==> config.mk <==
export PLATFORM = sky130hd
export DESIGN_NAME = mmu_bus_arbiter_flat
export DESIGN_NICKNAME = d
export VERILOG_FILES = /design/src/rtl/mmu_bus_arbiter_pkg.sv /design/src/rtl/mmu_bus_arbiter_if.sv /design/src/rtl/mmu_bus_arbiter.sv /design/src/flat_wrapper.sv
export SDC_FILE = /design/constraint.sdc
export NUM_CORES = 1
export LEC_CHECK = 0
export ABC_AREA = 1
export BUFFER_PORTS_ARGS = -buffer_cell sky130_fd_sc_hd__buf_2
export CAP_MARGIN = 40
export CORE_UTILIZATION = 35
export DETAILED_ROUTE_END_ITERATION = 8
export GPL_ROUTABILITY_DRIVEN = 0
export GPL_TIMING_DRIVEN = 0
export SKIP_CTS_REPAIR_TIMING = 1
export SLEW_MARGIN = 20
export SYNTH_ARGS = -nofsm -noshare
export SYNTH_HDL_FRONTEND = slang
export SYNTH_SLANG_ARGS = --single-unit
==> constraint.sdc <==
create_clock -name clk -period 1.23 [get_ports clk]
set_input_delay 0.1845 -clock clk [delete_from_list [all_inputs] [get_ports clk]]
set_output_delay 0.1845 -clock clk [all_outputs]
set_load 0.03 [all_outputs]
==> src/rtl/mmu_bus_arbiter_pkg.sv <==
// Shared types for the MMU bus arbiter: FSM state encoding, source ids and the
// round-robin pick used when the bus is free.
package mmu_bus_pkg;

  // One-hot grant bits so the drive enables come straight off state flops.
  typedef enum logic [2:0] {
    IDLE  = 3'b000,
    GNT_A = 3'b001,
    GNT_B = 3'b010,
    TURN  = 3'b100
  } state_t;

  localparam logic SRC_A = 1'b0;
  localparam logic SRC_B = 1'b1;

  function automatic state_t arb_pick(input logic req_a, input logic req_b, input logic rr_ptr);
    if (req_a && req_b) return (rr_ptr == SRC_B) ? GNT_B : GNT_A;
    else if (req_a)     return GNT_A;
    else if (req_b)     return GNT_B;
    else                return IDLE;
  endfunction

endpackage

==> src/rtl/mmu_bus_arbiter_if.sv <==
// Handshake/bus-control bundle between the two bus sources, the arbiter and the
// bus register consumer.
interface mmu_bus_arbiter_if;
  logic req_a;
  logic req_b;
  logic out_ready;
  logic con_a;
  logic con_b;
  logic ack_a;
  logic ack_b;
  logic cap_en;
  logic out_valid;
  logic out_src;
  logic busy;

  modport master (
    input  req_a, req_b, out_ready,
    output con_a, con_b, ack_a, ack_b, cap_en, out_valid, out_src, busy
  );

  modport slave (
    output req_a, req_b, out_ready,
    input  con_a, con_b, ack_a, ack_b, cap_en, out_valid, out_src, busy
  );
endinterface

==> src/rtl/mmu_bus_arbiter.sv <==
// Round-robin arbiter for the shared MMU tri-state bus: bounded bursts with a
// programmable dead time between drivers so the buffers never overlap.
module mmu_bus_arbiter
  import mmu_bus_pkg::*;
#(
  parameter  int unsigned MAX_BURST   = 4,
  parameter  int unsigned TURN_CYCLES = 1,
  localparam int unsigned CNT_W       = $clog2(MAX_BURST + 1)
) (
  input  logic               clk,
  input  logic               rst_n,
  mmu_bus_arbiter_if.master  bus
);

  localparam int unsigned TURN_W = $clog2(TURN_CYCLES + 1);

  state_t              state;
  logic                rr_ptr;
  logic [CNT_W-1:0]    beat_cnt;
  logic [TURN_W-1:0]   turn_cnt;
  logic                beat_a;
  logic                beat_b;
  logic                req_cur;
  logic                last_beat;
  logic                leave;

  assign beat_a    = (state == GNT_A) && bus.req_a && bus.out_ready;
  assign beat_b    = (state == GNT_B) && bus.req_b && bus.out_ready;
  assign req_cur   = (state == GNT_A) ? bus.req_a : bus.req_b;
  assign last_beat = bus.out_ready && (beat_cnt == CNT_W'(MAX_BURST - 1));
  // A withdrawn request releases the grant even mid-stall; no beat is taken.
  assign leave     = !req_cur || last_beat;

  assign bus.con_a  = state[0];
  assign bus.con_b  = state[1];
  assign bus.busy   = (state != IDLE);
  assign bus.ack_a  = beat_a;
  assign bus.ack_b  = beat_b;
  assign bus.cap_en = beat_a || beat_b;

  always_ff @(posedge clk or negedge rst_n) begin
    if (!rst_n) begin
      state         <= IDLE;
      rr_ptr        <= SRC_A;
      beat_cnt      <= '0;
      turn_cnt      <= '0;
      bus.out_valid <= 1'b0;
      bus.out_src   <= 1'b0;
    end else begin
      bus.out_valid <= beat_a || beat_b;
      bus.out_src   <= (state == GNT_B);
      unique case (state)
        IDLE: state <= arb_pick(bus.req_a, bus.req_b, rr_ptr);
        GNT_A, GNT_B: begin
          if (leave) begin
            state    <= TURN;
            rr_ptr   <= (state == GNT_A) ? SRC_B : SRC_A;
            beat_cnt <= '0;
            turn_cnt <= '0;
          end else if (bus.out_ready) begin
            beat_cnt <= beat_cnt + CNT_W'(1);
          end
        end
        TURN: begin
          // Arbitrate straight out of the dead time, skipping IDLE.
          if (turn_cnt == TURN_W'(TURN_CYCLES - 1)) begin
            state    <= arb_pick(bus.req_a, bus.req_b, rr_ptr);
            turn_cnt <= '0;
          end else begin
            turn_cnt <= turn_cnt + TURN_W'(1);
          end
        end
        default: state <= IDLE;
      endcase
    end
  end

  a_no_overlap: assert property (@(posedge clk) disable iff (!rst_n)
    !(bus.con_a && bus.con_b));
  a_cap_one_con: assert property (@(posedge clk) disable iff (!rst_n)
    bus.cap_en |-> (bus.con_a ^ bus.con_b));

endmodule

==> src/flat_wrapper.sv <==
// flat-port wrapper written by rule: the top's interface ports become plain ports
module mmu_bus_arbiter_flat import mmu_bus_pkg::*;
#(
  parameter  int unsigned MAX_BURST   = 4,
  parameter  int unsigned TURN_CYCLES = 1,
  localparam int unsigned CNT_W       = $clog2(MAX_BURST + 1)
)
  (clk, rst_n, bus_req_a, bus_req_b, bus_out_ready, bus_con_a, bus_con_b, bus_ack_a, bus_ack_b, bus_cap_en, bus_out_valid, bus_out_src, bus_busy);
  mmu_bus_arbiter_if bus_i ();
  input  logic clk;
  input  logic rst_n;
  input wire logic [$bits(bus_i.req_a)-1:0] bus_req_a;
  input wire logic [$bits(bus_i.req_b)-1:0] bus_req_b;
  input wire logic [$bits(bus_i.out_ready)-1:0] bus_out_ready;
  output wire logic [$bits(bus_i.con_a)-1:0] bus_con_a;
  output wire logic [$bits(bus_i.con_b)-1:0] bus_con_b;
  output wire logic [$bits(bus_i.ack_a)-1:0] bus_ack_a;
  output wire logic [$bits(bus_i.ack_b)-1:0] bus_ack_b;
  output wire logic [$bits(bus_i.cap_en)-1:0] bus_cap_en;
  output wire logic [$bits(bus_i.out_valid)-1:0] bus_out_valid;
  output wire logic [$bits(bus_i.out_src)-1:0] bus_out_src;
  output wire logic [$bits(bus_i.busy)-1:0] bus_busy;
  assign bus_i.req_a = bus_req_a;
  assign bus_i.req_b = bus_req_b;
  assign bus_i.out_ready = bus_out_ready;
  assign bus_con_a = bus_i.con_a;
  assign bus_con_b = bus_i.con_b;
  assign bus_ack_a = bus_i.ack_a;
  assign bus_ack_b = bus_i.ack_b;
  assign bus_cap_en = bus_i.cap_en;
  assign bus_out_valid = bus_i.out_valid;
  assign bus_out_src = bus_i.out_src;
  assign bus_busy = bus_i.busy;
  mmu_bus_arbiter #(.MAX_BURST(MAX_BURST), .TURN_CYCLES(TURN_CYCLES)) u_core (.clk(clk), .rst_n(rst_n), .bus(bus_i));
endmodule
==> results.json <==
{
  "die_h_microns": 38.5,
  "grt_max_degree": 10,
  "fill_cells": 113,
  "seqCellArea_sq_um": 228,
  "pin_count": 13,
  "worst_pin_slew_ns": 0.222,
  "rr_startpoint": "u_core.state[1]$_DFFE_PN0P_",
  "via_per_inst": 4.69,
  "synth_common_cells": "15 x nand2_1, 9 x dfrtp_1, 9 x inv_1, 6 x nor2_1",
  "outcome": "finished, violations left",
  "cts_tree": "built",
  "synth_top_area_share_pct": 48.3,
  "synth_seq_cells": 9,
  "multi_input_area_sq_um": 308,
  "dr.pass1.iters": 2,
  "port-buffer-count": 12,
  "slew_headroom_pct": 85.2,
  "path_max_fanout": 4,
  "synth_mux_area_share_pct": 0,
  "reg2reg_to": "u_core.beat_cnt[2]$_DFFE_PN0P_",
  "cts_root_buf": "clkbuf_4",
  "drive_gt1_share_pct": 52.5,
  "synth_cell_type_count": 14,
  "final_max_slew_viol_count": 0,
  "ir_drop_uv": 1240,
  "grt_pass1_wl_mm": 1.52,
  "drv_cap": 0,
  "cellLeakagePower_nw": 0.396,
  "rrSetupSlack_ns": -0.11,
  "min_from": "bus_req_a",
  "worst_ep_arrival_time_ns": 1.26,
  "synthAdderAreaFrac_pct": 5.36,
  "drt-total-wl_mm": 1.12,
  "synth_top_family_by_area": "simple AND/OR/NAND/NOR gates",
  "clock-skew-final_ns": 0.00957,
  "finalHoldViolCount": 0,
  "yosys.area_share.simple_pct": 32.2,
  "cts.sinks": 9,
  "worstPathRequired_ns": 1.05,
  "avgSynthCellArea_sq_um": 8.05,
  "syn_nets": 65,
  "clk_pin_slew_ns": 0.05,
  "grt_pass1_vias": 371,
  "whs_path_depth": 3,
  "drtIter0Drc": 6,
  "endpoint_kind": "primary output",
  "worstHoldEndpoint": "u_core.state[0]$_DFFE_PN0P_",
  "core_area_sq_um": 1170,
  "vias": 441,
  "layout_setup_ws_ns": -0.211,
  "nets": 88,
  "synth_xor_area_share_pct": 0,
  "fin_setup_tns_ns": -0.878,
  "drc": 0,
  "finalSetupViolCount": 9,
  "synthArstFlopShare_pct": 100,
  "power.density_nw_per_um2": 2610,
  "diodes": 0,
  "synth.area.top_cells": "dfrtp_1 48%, nand2_1 12%, inv_1 7.2%",
  "seq_area_frac_synth_pct": 48.3,
  "die_x_microns": 38.5,
  "yosysTopAreaCell": "dfrtp_1",
  "clock_path_buffers": 2,
  "antenna_found_initial": 0,
  "start_kind": "register",
  "cts-buffers-inserted": 3,
  "clock_latency_ns": 0.26,
  "ys.flop_type": "dfrtp_1",
  "synth_warnings": 0,
  "fin_crit_sh_pct": 117,
  "synth_compound_area_share_pct": 6.17,
  "violations": "setup timing",
  "track_usage_pct": 16.4,
  "hold_slack_ns": 0.241,
  "synth.most_common_cell": "nand2_1",
  "grt_overflow": 0,
  "period_needed_ns": 1.44,
  "rows": 12,
  "reg2reg_depth": 9,
  "finish.utilization_pct": 63.5,
  "crit_type": "reg2out",
  "synthCells": 58,
  "area_growth_pct": 59.2,
  "fmax_mhz": 694,
  "rsz0062_at_grt": "true",
  "ant_nets": 0,
  "die_area_sq_um": 1480,
  "holdCritPathClass": "in2reg",
  "p_total_mw": 1.94,
  "netlist_area_sq_um": 467,
  "htree_levels": 1,
  "detail_route.wl_per_cell_microns": 11.9,
  "start_util_pct": 39.9,
  "synth_edf_count": 0,
  "dp.final_hpwl_microns": 707
}
[placed cells by master (no fill, tap or decap), types with 2 or more instances in the layout]
cell,count
nand2_1,14
buf_6,3
nor2_1,4
dfrtp_1,7
nand3_4,3
nor2_4,3
nand3_2,2
inv_1,7
clkbuf_4,3
buf_2,9
dfrtp_2,2
o21ai_2,2
inv_2,3
nand2_4,4
buf_4,5
[worst max path at each step]
stage | from | to | slack [ns]
after floorplan | u_core.state[1]$_DFFE_PN0P_ | bus_cap_en | 0.002
after global routing | u_core.state[1]$_DFFE_PN0P_ | bus_cap_en | -0.24
after CTS | u_core.state[1]$_DFFE_PN0P_ | bus_cap_en | -0.34
after detailed placement | u_core.beat_cnt[0]$_DFFE_PN0P_ | u_core.rr_ptr$_DFFE_PN0P_ | -0.07
final | u_core.state[1]$_DFFE_PN0P_ | bus_cap_en | -0.21
after global placement | u_core.beat_cnt[0]$_DFFE_PN0P_ | u_core.rr_ptr$_DFFE_PN0P_ | -0.05
[metrics by stage]
step / std cells / worst slack (ns) / area (sq um)
after floorplan: 58 / 0.00160 / 498
after global placement: 84 / -0.0499 / 576
after detailed placement: 84 / -0.0737 / 576
after CTS: 88 / -0.338 / 602
after global routing: 94 / -0.236 / 743
final: 94 / -0.211 / 743
[power breakdown]
group	total (mW)	internal, mW	switching, mW
Combinational	1.18	0.439	0.738
Sequential	0.538	0.425	0.113
Clock	0.224	0.125	0.0997
Total	1.94	0.989	0.950
[area by class of cell]
cell class | instances | share of cell area (%)
well taps | 14 | 2.36
inverters | 10 | 5.05
multi-input cells | 39 | 41.4
repair buffers | 18 | 17.0
clock buffers | 4 | 3.54
flip-flops and latches | 9 | 30.6
[sequential cells by signal, indices dropped and copies added (netlist names)]
| signal | cells |
|---|---|
| u_core.bus.out_valid | 1 |
| u_core.rr_ptr | 1 |
| u_core.bus.out_src | 1 |
| u_core.state | 3 |
| u_core.beat_cnt | 3 |
[metal layers]
metal  track usage (%)  vias up  part of all wire [%]
met5                 0        -                     0
met4              12.9        0                   3.1
met3              5.23        5                   3.8
met2              24.2       12                    51
met1              19.2      197                    42
li1                  -      227                     -
[cell families (layout without fill, tap and decap cells)]
group	count (synthesis)	count (layout)
buf+inv	10	32
compound gates	5	5
fa+ha+maj	2	2
flops	9	9
simple gates	32	32
[critical path, cell delays in order, from the launching register on]
cell and delay, ns:
dfrtp_2 0.45, nor2_4 0.16, nand3_4 0.11, o22ai_4 0.14, buf_6 0.15
Note: power is estimated with default switching activity, not from simulation.
